--- config.mk ---
export PLATFORM = sky130hd
export DESIGN_NAME = fifo
export DESIGN_NICKNAME = d
export VERILOG_FILES = /design/src/rtl/fifo_pkg.sv /design/src/rtl/fifo_mem.sv /design/src/rtl/fifo.sv
export SDC_FILE = /design/constraint.sdc
export NUM_CORES = 1
export LEC_CHECK = 0
export CORE_AREA = 2 2 157 159
export CTS_CLUSTER_DIAMETER = 80
export DETAILED_ROUTE_END_ITERATION = 7
export DIE_AREA = 0 0 159 161
export HOLD_SLACK_MARGIN = 0.03
export PLACE_DENSITY = 0.43
export SKIP_CTS_REPAIR_TIMING = 1
export SYNTH_ARGS = -nofsm -noshare
export SYNTH_HDL_FRONTEND = slang
export SYNTH_HIERARCHICAL = 1
export SYNTH_SLANG_ARGS = --single-unit
--- constraint.sdc ---
create_clock -name clk -period 5.6 [get_ports clk]
set_input_delay 1.12 -clock clk [delete_from_list [all_inputs] [get_ports clk]]
set_output_delay 1.12 -clock clk [all_outputs]
set_load 0.01 [all_outputs]
--- src/rtl/fifo_pkg.sv ---
// Shared defaults and derived constants for the fifo block.
package fifo_pkg;

  localparam int unsigned DEF_DATA_WIDTH = 8;
  localparam int unsigned DEF_FIFO_DEPTH = 4;
  localparam int unsigned FIFO_ENTRIES   = 2 ** DEF_FIFO_DEPTH;

endpackage : fifo_pkg

--- src/rtl/fifo_mem.sv ---
// Register-file storage: one write port, one asynchronous read port, cleared on reset.
module fifo_mem
  import fifo_pkg::*;
#(
  parameter int unsigned DW = DEF_DATA_WIDTH,
  parameter int unsigned AW = DEF_FIFO_DEPTH
) (
  input  logic          clk,
  input  logic          rst,
  input  logic          we,
  input  logic [AW-1:0] waddr,
  input  logic [DW-1:0] wdata,
  input  logic [AW-1:0] raddr,
  output logic [DW-1:0] rdata
);

  localparam int unsigned ENTRIES = 2 ** AW;

  logic [DW-1:0] mem [ENTRIES];

  // Storage write; every entry returns to zero while reset is held.
  always_ff @(posedge clk or posedge rst) begin
    if (rst) begin
      for (int unsigned i = 0; i < ENTRIES; i++) begin
        mem[i] <= '0;
      end
    end else if (we) begin
      mem[waddr] <= wdata;
    end
  end

  assign rdata = mem[raddr];

endmodule : fifo_mem

--- src/rtl/fifo.sv ---
// Single-clock FIFO with registered read data and count-derived status flags.
module fifo
  import fifo_pkg::*;
#(
  parameter int unsigned DATA_WIDTH = DEF_DATA_WIDTH,
  parameter int unsigned FIFO_DEPTH = DEF_FIFO_DEPTH
) (
  input  logic                  clk,
  input  logic                  n_rst,
  input  logic                  wr_en,
  input  logic                  rd_en,
  input  logic [DATA_WIDTH-1:0] din,
  output logic [DATA_WIDTH-1:0] dout,
  output logic                  full,
  output logic                  empty,
  output logic [FIFO_DEPTH:0]   count
);

  localparam int unsigned CW      = FIFO_DEPTH + 1;
  localparam int unsigned ENTRIES = 2 ** FIFO_DEPTH;

  logic [FIFO_DEPTH-1:0] wptr;
  logic [FIFO_DEPTH-1:0] rptr;
  logic [DATA_WIDTH-1:0] rdata;
  logic                  rd_ok_c;
  logic                  wr_ok_c;

  // Flags decode the registered count, so they can never both be set.
  assign full  = (count == CW'(ENTRIES));
  assign empty = (count == CW'(0));

  // A read frees a slot for a same-cycle write when full; no fall-through when empty.
  assign rd_ok_c = rd_en && !empty;
  assign wr_ok_c = wr_en && (!full || rd_ok_c);

  fifo_mem #(
    .DW (DATA_WIDTH),
    .AW (FIFO_DEPTH)
  ) u_mem (
    .clk   (clk),
    .rst   (n_rst),
    .we    (wr_ok_c),
    .waddr (wptr),
    .wdata (din),
    .raddr (rptr),
    .rdata (rdata)
  );

  // Pointers, occupancy and read-data register.
  always_ff @(posedge clk or posedge n_rst) begin
    if (n_rst) begin
      wptr  <= '0;
      rptr  <= '0;
      count <= '0;
      dout  <= '0;
    end else begin
      if (wr_ok_c) begin
        wptr <= wptr + FIFO_DEPTH'(1);
      end
      if (rd_ok_c) begin
        rptr <= rptr + FIFO_DEPTH'(1);
        dout <= rdata;
      end
      case ({wr_ok_c, rd_ok_c})
        2'b10:   count <= count + CW'(1);
        2'b01:   count <= count - CW'(1);
        default: count <= count;
      endcase
    end
  end

endmodule : fifo

==> results.sh, run 1 <==
export IMPL_run_status="completed"
export IMPL_clkSinkCount=149
export IMPL_h_tree_depth=4
export IMPL_synthesis_instances=470
export IMPL_routed_wirelength_um=16300
export IMPL_setup_viol_count_final=0
export IMPL_worst_clock_skew_ps=11.1
export IMPL_grt_max_degree=73
export IMPL_drive_above_1_share=0.445
export IMPL_syn2layout_area_growth_pct=16.1
export IMPL_rows=57
export IMPL_number_of_global_route_vias_before_repair=4243
export IMPL_multiInputGateArea_mm2=0.00319
export IMPL_p_leak_nw=3.49
export IMPL_placedInstanceArea_mm2=0.00763
export IMPL_design_core_area_mm2=0.0240
export IMPL_critical_path_endpoint_type="flip-flop"
export IMPL_maxSlewViolCount=0
export IMPL_placer_s_final_routability_congestion_estimate=0.752
export IMPL_setup_worst_path_start_class="input port"
export IMPL_syn_nets=488
export IMPL_fin_crit_sh=0.632
export IMPL_antenna_found_initial=0
export IMPL_worst_path_max_fanout=16
export IMPL_finalInstanceArea_mm2=0.00824
export IMPL_die_width_um=159
export IMPL_clk_pin_slew_worst_paths_ps=70
export IMPL_yosysTopAreaCell="dfrtp_1"
export IMPL_ys_seq_elements=149
export IMPL_fillerInstances=2355
export IMPL_top_usage_layer_grt="met2"
export IMPL_synthTopCellsByArea="dfrtp_1 (53%), mux2_2 (20%), mux4_2 (10%)"
export IMPL_tritoncts_clock_tree="done"
export IMPL_cts_max_path_buffers=2
export IMPL_grt_util_met1=0.194
export IMPL_vdd_drop_max_uv=198
export IMPL_cts_root_buffer="clkbuf_16"
export IMPL_post_synth_instance_area_mm2=0.00710
export IMPL_die_h_um=161
export IMPL_report_final_hold_viol_count=0
export IMPL_worst_ep_required_time_ps=5910
export IMPL_drcViolationCount=0
export IMPL_power_switching_share=0.329
export IMPL_globalRouteTotalUtil=0.137
export IMPL_pin_count=27
export IMPL_ys_types=49
export IMPL_drt_iter0_drc=162
export IMPL_synth_edff_count=0
export IMPL_hold_depth=1
export IMPL_ff2ff_path_depth=8
export IMPL_hpwlAfterDp_um=10600
export IMPL_yosysTopAreaCellShare=0.525
export IMPL_remaining_antenna_violation_count=0
export IMPL_worst_ep_arrival_time_ps=3850
export IMPL_layout_min_cycle_time_ps=3540
export IMPL_power_net_switching_mw=1.65
export IMPL_met3_usage=0.0280
export IMPL_finalCoreUtilization=0.344
export IMPL_worstSetupPathType="input port to flip-flop"
export IMPL_cts_buffers=17
export IMPL_clk_insertion_delay_late_ps=430
export IMPL_num_nets_final=504
export IMPL_worstHoldPathType="flip-flop to flip-flop"
export IMPL_drv_max_cap_violation_count=0
export IMPL_met2_usage=0.212
export IMPL_grt_setup_unrepaired="false"
export IMPL_transition_time_at_the_pin_with_the_least_slew_margin_ps=961
export IMPL_share_comb_of_total_power=0.364
export IMPL_relSlewSlack=0.358
export IMPL_grt_first_pass_wirelength_um=26200
export IMPL_placement_io_buffers=26
export IMPL_p_int_mw=3.36
export IMPL_postSynth_asyncResetShare=1.00
export IMPL_achievable_frequency_mhz=282
export IMPL_diodes=0
export IMPL_seq_area_frac_synth=0.525
export IMPL_clock_power_share=0.238
export IMPL_layout_area_seq_mm2=0.00373
export IMPL_ys_warn_count=6
export IMPL_dominantRegCellSynth="dfrtp_1"
export IMPL_power_per_cell_area_mw_per_mm2=608
export IMPL_initial_core_util=0.296
export IMPL_post_synth_cell_area_avg_um2=15.1
export IMPL_globalRoute_totalOverflow=0
export IMPL_number_of_iterations_in_the_first_detailed_routing_pass=4
export IMPL_setup_tns_ps=0
export IMPL_total_vias_in_the_final_route=3973
export IMPL_design_die_area_mm2=0.0256
export IMPL_drt_vias_per_instance=4.83
export IMPL_route_detailed_wl_per_inst_um=19.9
export IMPL_seq_power_share=0.398
[layer usage]
layer | part of all wire | vias to the layer above
met5 | 0 | -
li1 | - | 1783
met4 | 0.0099 | 0
met2 | 0.46 | 54
met3 | 0.026 | 11
met1 | 0.50 | 2125
[cell type report]
| class | count | area share |
|---|---|---|
| tap | 324 | 0.0492 |
| timing repair buffer | 30 | 0.0352 |
| clock inverter | 15 | 0.0225 |
| multi-input combinational | 284 | 0.387 |
| inverter | 4 | 0.00213 |
| sequential | 149 | 0.453 |
| clock buffer | 17 | 0.0516 |
[worst max-delay path, stage by stage]
cell and delay (ps):
clkdlybuf4s50_1 790, o21a_1 460, and4bb_2 290, nor2b_1 760, mux2_2 420
[Yosys cell counts, types with 2 or more instances]
library cell  instances
nand2b_1              4
ha_1                  5
nor4b_4               2
a21o_1                2
nand4bb_1             2
nand2_1              13
clkbuf_1             13
mux4_2               32
nand4_1               2
a22oi_1              16
xnor2_1               5
nor2_1               11
nor2b_1               6
a21oi_1               5
nand3b_1              3
mux2i_1               2
xor2_1                4
buf_4                 3
or4_1                 3
dfrtp_1             149
and2_1                2
nand3_1               2
inv_1                 4
buf_1                 4
mux2_4               16
mux2_2              124
buf_2                11
nor2_2                4
[flip-flops by register name, summed over array words and instances, names as in the netlist]
register   cells
count          5
u_mem/mem    128
rptr           4
dout           8
wptr           4
[stage by stage]
| stage | cells | power, mW | setup slack (ps) | hold slack [ps] |
|---|---|---|---|---|
| final | 823 | 5.01 | 2060 | 501 |
| after global routing | 823 | 5.34 | 1900 | 521 |
| after CTS | 823 | 5.07 | 2020 | 504 |
| after detailed placement | 791 | 3.86 | 1600 | 488 |
| after global placement | 791 | 3.82 | 1620 | 482 |
| after floorplan | 470 | 3.32 | 1070 | 474 |
[layout by cell type, fill, tap and decap left out, drive strengths merged, types with 3 or more instances in the layout]
| master | instances |
|---|---|
| xor2 | 4 |
| mux4 | 32 |
| clkdlybuf4s50 | 26 |
| buf | 4 |
| inv | 14 |
| nor2b | 6 |
| nor2 | 15 |
| or4 | 3 |
| xnor2 | 5 |
| mux2 | 140 |
| nand2 | 14 |
| a21oi | 5 |
| a22oi | 16 |
| nand2b | 5 |
| clkbuf | 17 |
| nand3b | 3 |
| dfrtp | 149 |
| ha | 5 |
[cell families (layout without fill, tap and decap cells)]
family,after synthesis,in the layout,share of synthesized area
xor gates and xnor gates,9,9,0.0111
adders and majority gates,6,6,0.0116
DFF,149,149,0.525
and+or+nand+nor,62,62,0.0564
buffers and inverters,37,66,0.0256
muxes,174,174,0.335
AOI/OAI and AO/OA,33,33,0.0351
[final timing paths]
kind | start | end | slack [ps]
setup / recovery | wr_en | u_mem/mem[109] | 2060
hold / removal | u_mem/mem[38] | u_mem/mem[38] | 500
setup reg to reg | count[2] | count[4] | 2180
hold reg to reg | u_mem/mem[38] | u_mem/mem[38] | 500
max in group asynchronous | n_rst | u_mem/mem[65] | 3310
min in group asynchronous | n_rst | u_mem/mem[58] | 1270
[power by group through the flow]
| stage | Clock [mW] | Combinational [mW] | Sequential [mW] |
|---|---|---|---|
| after floorplan | 0 | 1.48 | 1.83 |
| after global placement | 0 | 1.82 | 2.00 |
| after detailed placement | 0 | 1.84 | 2.02 |
| after CTS | 1.22 | 1.85 | 2.00 |
| after global routing | 1.28 | 1.98 | 2.08 |
| final | 1.19 | 1.82 | 1.99 |
No activity file was read; power rests on OpenSTA's default activity.
==> run 2, diff against run 1 <==
clock period = 3.6 ns   (was 5.6 ns; I/O delays follow)
==> run 2 against run 1 <==
Compared with the run above: final cell count grew 1.7%; first-iteration DRC count rose by 11%; register-to-register slack lost 1600 ps; critical endpoint is now empty.
==> results.sh, run 2 (synthesized netlist as in run 1, its figures left out) <==
export IMPL_worst_path_max_fanout=6
export IMPL_syn2layout_area_growth_pct=18.1
export IMPL_maxSlewViolCount=0
export IMPL_largest_reg_flops=128
export IMPL_routed_wirelength_um=16900
export IMPL_multiInputGateArea_mm2=0.00319
export IMPL_design_die_area_mm2=0.0256
export IMPL_final_setup_worst_slack_ps=508
export IMPL_worst_clock_skew_ps=8.73
export IMPL_crit_reg2reg_launch="count[2]"
export IMPL_registers_top_by_ff_count="u_mem/mem"
export IMPL_seq_power_share=0.391
export IMPL_grt_setup_unrepaired="false"
export IMPL_cts_max_path_buffers=2
export IMPL_setup_viol_count_final=0
export IMPL_number_of_iterations_in_the_first_detailed_routing_pass=4
export IMPL_power_switching_share=0.315
export IMPL_initial_core_util=0.296
export IMPL_grt_first_pass_wirelength_um=26400
export IMPL_report_final_hold_viol_count=0
export IMPL_critical_path_buf_inv_count=1
export IMPL_vdd_drop_max_uv=324
export IMPL_critical_path_endpoint_type="primary output"
export IMPL_most_common_layout_cells="dfrtp_1 (148), mux2_2 (124), mux4_2 (32), clkdlybuf4s50_1 (26)"
export IMPL_achievable_frequency_mhz=323
export IMPL_crit_path_cell_trace="or4_1, nor2_1, clkdlybuf4s50_1"
export IMPL_cts_buffers=17
export IMPL_total_vias_in_the_final_route=4064
export IMPL_setup_worst_path_start_class="flip-flop"
export IMPL_drt_iter0_drc=180
export IMPL_clock_power_share=0.237
export IMPL_die_h_um=161
export IMPL_globalRoute_totalOverflow=0
export IMPL_route_detailed_wl_per_inst_um=20.2
export IMPL_p_int_mw=5.41
export IMPL_critPathTopFamily="simple AND/OR/NAND/NOR gates"
export IMPL_antenna_found_initial=0
export IMPL_cts_root_buffer="clkbuf_16"
export IMPL_ff2ff_path_depth=8
export IMPL_relSlewSlack=0.446
export IMPL_placement_io_buffers=26
export IMPL_clk_insertion_delay_late_ps=420
export IMPL_biggestRegsByFlops="u_mem/mem x128, dout x8, count x5"
export IMPL_hpwlAfterDp_um=10900
export IMPL_drive_above_1_share=0.454
export IMPL_post_place_cells=806
export IMPL_placer_s_final_routability_congestion_estimate=0.723
export IMPL_drcViolationCount=0
export IMPL_pin_count=27
export IMPL_worstHoldPathType="flip-flop to flip-flop"
export IMPL_share_comb_of_total_power=0.372
export IMPL_layout_min_cycle_time_ps=3090
export IMPL_design_core_area_mm2=0.0240
export IMPL_fin_crit_sh=0.859
export IMPL_fillerInstances=2325
export IMPL_power_net_switching_mw=2.49
export IMPL_clkSinkCount=149
export IMPL_hold_depth=1
export IMPL_p_leak_nw=3.57
export IMPL_cpMaxStageDelayCell="or4_1"
export IMPL_regToRegEndpoint="count[4]"
export IMPL_num_nets_final=519
export IMPL_rows=57
export IMPL_placedInstanceArea_mm2=0.00777
export IMPL_worstHoldEndpoint="u_mem/mem[72]"
export IMPL_layout_area_seq_mm2=0.00373
export IMPL_pre_cts_ws_ps=277
export IMPL_worst_ep_arrival_time_ps=2370
export IMPL_globalRouteTotalUtil=0.139
export IMPL_drt_vias_per_instance=4.86
export IMPL_clk_pin_slew_worst_paths_ps=60
export IMPL_run_status="completed"
export IMPL_max_stage_delay_ps=700
export IMPL_tritoncts_clock_tree="done"
export IMPL_critical_path_cell_count=3
export IMPL_number_of_global_route_vias_before_repair=4259
export IMPL_grt_max_degree=81
export IMPL_worst_ep_required_time_ps=2880
export IMPL_setup_tns_ps=0
export IMPL_worst_r2r_setup_slack_ps=540
export IMPL_transition_time_at_the_pin_with_the_least_slew_margin_ps=829
export IMPL_layout_cells_most_common="dfrtp_1"
export IMPL_h_tree_depth=4
export IMPL_final_cells=837
export IMPL_hold_path_startpoint="u_mem/mem[72]"
export IMPL_power_per_cell_area_mw_per_mm2=943
export IMPL_die_width_um=159
export IMPL_diodes=0
export IMPL_worstSetupPathType="flip-flop to primary output"
export IMPL_finalInstanceArea_mm2=0.00839
export IMPL_drv_max_cap_violation_count=0
export IMPL_remaining_antenna_violation_count=0
run 2: power groups by stage:
stage	Combinational [mW]	Clock, mW	Sequential [mW]
3_5_place_dp	2.99	0	3.11
6_report	2.94	1.87	3.09
2_1_floorplan	2.31	0	2.85
5_1_grt	3.18	1.99	3.21
3_3_place_gp	2.93	0	3.08
4_1_cts	2.99	1.92	3.09
run 2: cell type report:
type,instances,share of cell area
multi-input cells,284,0.380
inverters,4,0.00224
well taps,324,0.0483
repair buffers,45,0.0510
clock buffers,22,0.0554
flip-flops and latches,149,0.445
clock inverters,9,0.0181
run 2: worst max path at each step:
stage | from | endpoint | slack (ps)
3_5_place_dp | rd_en | count[4] | 280
2_1_floorplan | count[2] | count[4] | 500
6_report | count[2] | empty | 510
4_1_cts | count[2] | empty | 480
5_1_grt | count[2] | empty | 380
3_3_place_gp | rd_en | u_mem/mem[125] | 340
run 2: metrics by stage:
stage | power [mW] | utilization | hold WS, ps
after floorplan | 5.16 | - | 474
after global placement | 6.02 | 0.324 | 483
after detailed placement | 6.10 | 0.324 | 489
after CTS | 8.01 | 0.350 | 502
after global routing | 8.38 | 0.350 | 511
final | 7.91 | 0.350 | 501
run 2: per-layer routing:
metal  share of wire  track usage  wire (µm)
met1            0.49        0.195       8310
met2            0.47        0.219       7880
met3           0.026       0.0234        438
met4           0.015       0.0492        250
met5               0            0          0
==> run 3, diff against run 2 <==
MAX_ROUTING_LAYER = met4   (was default)
clock period = 3.51 ns   (was 3.6 ns; I/O delays follow)
==> run 3 against run 2 <==
Compared with the run above: count of clock-buffer cells in the layout decreased by 2; via count about the same; first-iteration DRC count increased by 22%; non-clock buffer count increased by 4; clock skew about the same; critical endpoint unchanged; register-to-register slack got worse by 70 ps; critical path type unchanged; flip-flop and latch count unchanged; sequential share of layout area decreased by 0.22 points; largest power group unchanged; die area unchanged; setup slack got worse by 75 ps.
==> results.sh, run 3 (synthesized netlist as in run 1, its figures left out) <==
export IMPL_post_place_cells=810
export IMPL_placement_io_buffers=26
export IMPL_cts_buffers=17
export IMPL_placer_s_final_routability_congestion_estimate=0.760
export IMPL_cts_root_buffer="clkbuf_16"
export IMPL_pin_count=27
export IMPL_worst_clock_skew_ps=8.63
export IMPL_critPathTopFamily="simple AND/OR/NAND/NOR gates"
export IMPL_drcViolationCount=0
export IMPL_transition_time_at_the_pin_with_the_least_slew_margin_ps=862
export IMPL_power_per_cell_area_mw_per_mm2=965
export IMPL_remaining_antenna_violation_count=0
export IMPL_placedInstanceArea_mm2=0.00781
export IMPL_drv_max_cap_violation_count=0
export IMPL_total_vias_in_the_final_route=4061
export IMPL_seq_power_share=0.382
export IMPL_routed_wirelength_um=17200
export IMPL_crit_path_cell_trace="or4_1, nor2_1, clkdlybuf4s50_1"
export IMPL_h_tree_depth=4
export IMPL_initial_core_util=0.296
export IMPL_registers_top_by_ff_count="u_mem/mem"
export IMPL_drt_iter0_drc=219
export IMPL_number_of_iterations_in_the_first_detailed_routing_pass=4
export IMPL_clock_power_share=0.236
export IMPL_clk_insertion_delay_late_ps=430
export IMPL_holdWs_ps=500
export IMPL_p_leak_nw=3.58
export IMPL_p_int_mw=5.53
export IMPL_globalRouteTotalUtil=0.148
export IMPL_largest_reg_flops=128
export IMPL_antenna_found_initial=0
export IMPL_design_core_area_mm2=0.0240
export IMPL_share_comb_of_total_power=0.382
export IMPL_worstHoldPathType="flip-flop to flip-flop"
export IMPL_worst_ep_required_time_ps=2810
export IMPL_drt_vias_per_instance=4.82
export IMPL_achievable_frequency_mhz=325
export IMPL_crit_reg2reg_launch="count[2]"
export IMPL_globalRoute_totalOverflow=0
export IMPL_worst_path_max_fanout=6
export IMPL_worstHoldEndpoint="u_mem/mem[72]"
export IMPL_die_h_um=161
export IMPL_relSlewSlack=0.424
export IMPL_design_die_area_mm2=0.0256
export IMPL_fillerInstances=2354
export IMPL_critical_path_endpoint_type="primary output"
export IMPL_clk_pin_slew_worst_paths_ps=60
export IMPL_route_detailed_wl_per_inst_um=20.4
export IMPL_diodes=0
export IMPL_hpwlAfterDp_um=11000
export IMPL_layout_cells_most_common="dfrtp_1"
export IMPL_finalCoreUtilization=0.352
export IMPL_power_net_switching_mw=2.61
export IMPL_layout_min_cycle_time_ps=3080
export IMPL_fin_crit_sh=0.877
export IMPL_power_switching_share=0.320
export IMPL_number_of_global_route_vias_before_repair=4365
export IMPL_ff2ff_path_depth=8
export IMPL_hold_path_startpoint="u_mem/mem[72]"
export IMPL_cpMaxStageDelayCell="or4_1"
export IMPL_hold_depth=1
export IMPL_biggestRegsByFlops="u_mem/mem x128, dout x8, count x5"
export IMPL_final_cells=842
export IMPL_finalInstanceArea_mm2=0.00843
export IMPL_syn2layout_area_growth_pct=18.7
export IMPL_grt_first_pass_wirelength_um=27000
export IMPL_grt_setup_unrepaired="false"
export IMPL_die_width_um=159
export IMPL_worst_r2r_setup_slack_ps=470
export IMPL_critical_path_buf_inv_count=1
export IMPL_worstSetupPathType="flip-flop to primary output"
export IMPL_run_status="completed"
export IMPL_report_final_hold_viol_count=0
export IMPL_setup_tns_ps=0
export IMPL_rows=57
export IMPL_max_stage_delay_ps=690
export IMPL_maxSlewViolCount=0
export IMPL_tritoncts_clock_tree="done"
export IMPL_grt_max_degree=80
export IMPL_vdd_drop_max_uv=324
export IMPL_worst_ep_arrival_time_ps=2370
export IMPL_num_nets_final=523
export IMPL_clkSinkCount=149
export IMPL_cts_max_path_buffers=2
export IMPL_setup_worst_path_start_class="flip-flop"
export IMPL_regToRegEndpoint="count[4]"
export IMPL_drive_above_1_share=0.459
export IMPL_setup_viol_count_final=0
export IMPL_most_common_layout_cells="dfrtp_1 (148), mux2_2 (124), mux4_2 (32), clkdlybuf4s50_1 (26), buf_4 (20)"
run 3: cell types whose count changed in the layout (fill, tap and decap cells not counted), sizes merged:
cell	delta
clkinvlp	+2
buf	+4
clkbuf	-2
inv	+1
run 3: worst max-delay path by stage:
stage          cells after the start     start  endpoint
2_1_floorplan                     10  count[2]  count[4]
3_3_place_gp                       8     rd_en  count[4]
3_5_place_dp                       8     rd_en  count[4]
4_1_cts                            3  count[2]     empty
5_1_grt                            8  count[2]  count[4]
6_report                           3  count[2]     empty
run 3: final cells by class:
class                      instances  area, µm²  area share
sequential                       149       3730       0.443
multi-input combinational        284       3190       0.378
timing repair buffer              49        470      0.0558
clock buffer                      20        437      0.0518
tap                              324        405      0.0481
clock inverter                    12        179      0.0212
inverter                           4       18.8     0.00223
run 3: metal layers:
layer | global-route usage | share of wire
met5 | - | 0
met4 | 0.0645 | 0.023
met3 | 0.0257 | 0.023
met2 | 0.218 | 0.47
met1 | 0.201 | 0.49
run 3: power groups by stage:
stage	clock [mW]	sequential, mW	combinational (mW)
finish	1.92	3.11	3.11
global route	2.04	3.23	3.34
CTS	1.97	3.11	3.15
detailed placement	0	3.13	3.15
global placement	0	3.09	3.08
floorplan	0	2.93	2.37
run 3: metrics by stage:
step / worst slack [ps] / power [mW]
2_1_floorplan: 407 / 5.29
3_3_place_gp: 423 / 6.17
3_5_place_dp: 351 / 6.28
4_1_cts: 413 / 8.23
5_1_grt: 321 / 8.62
6_report: 433 / 8.14
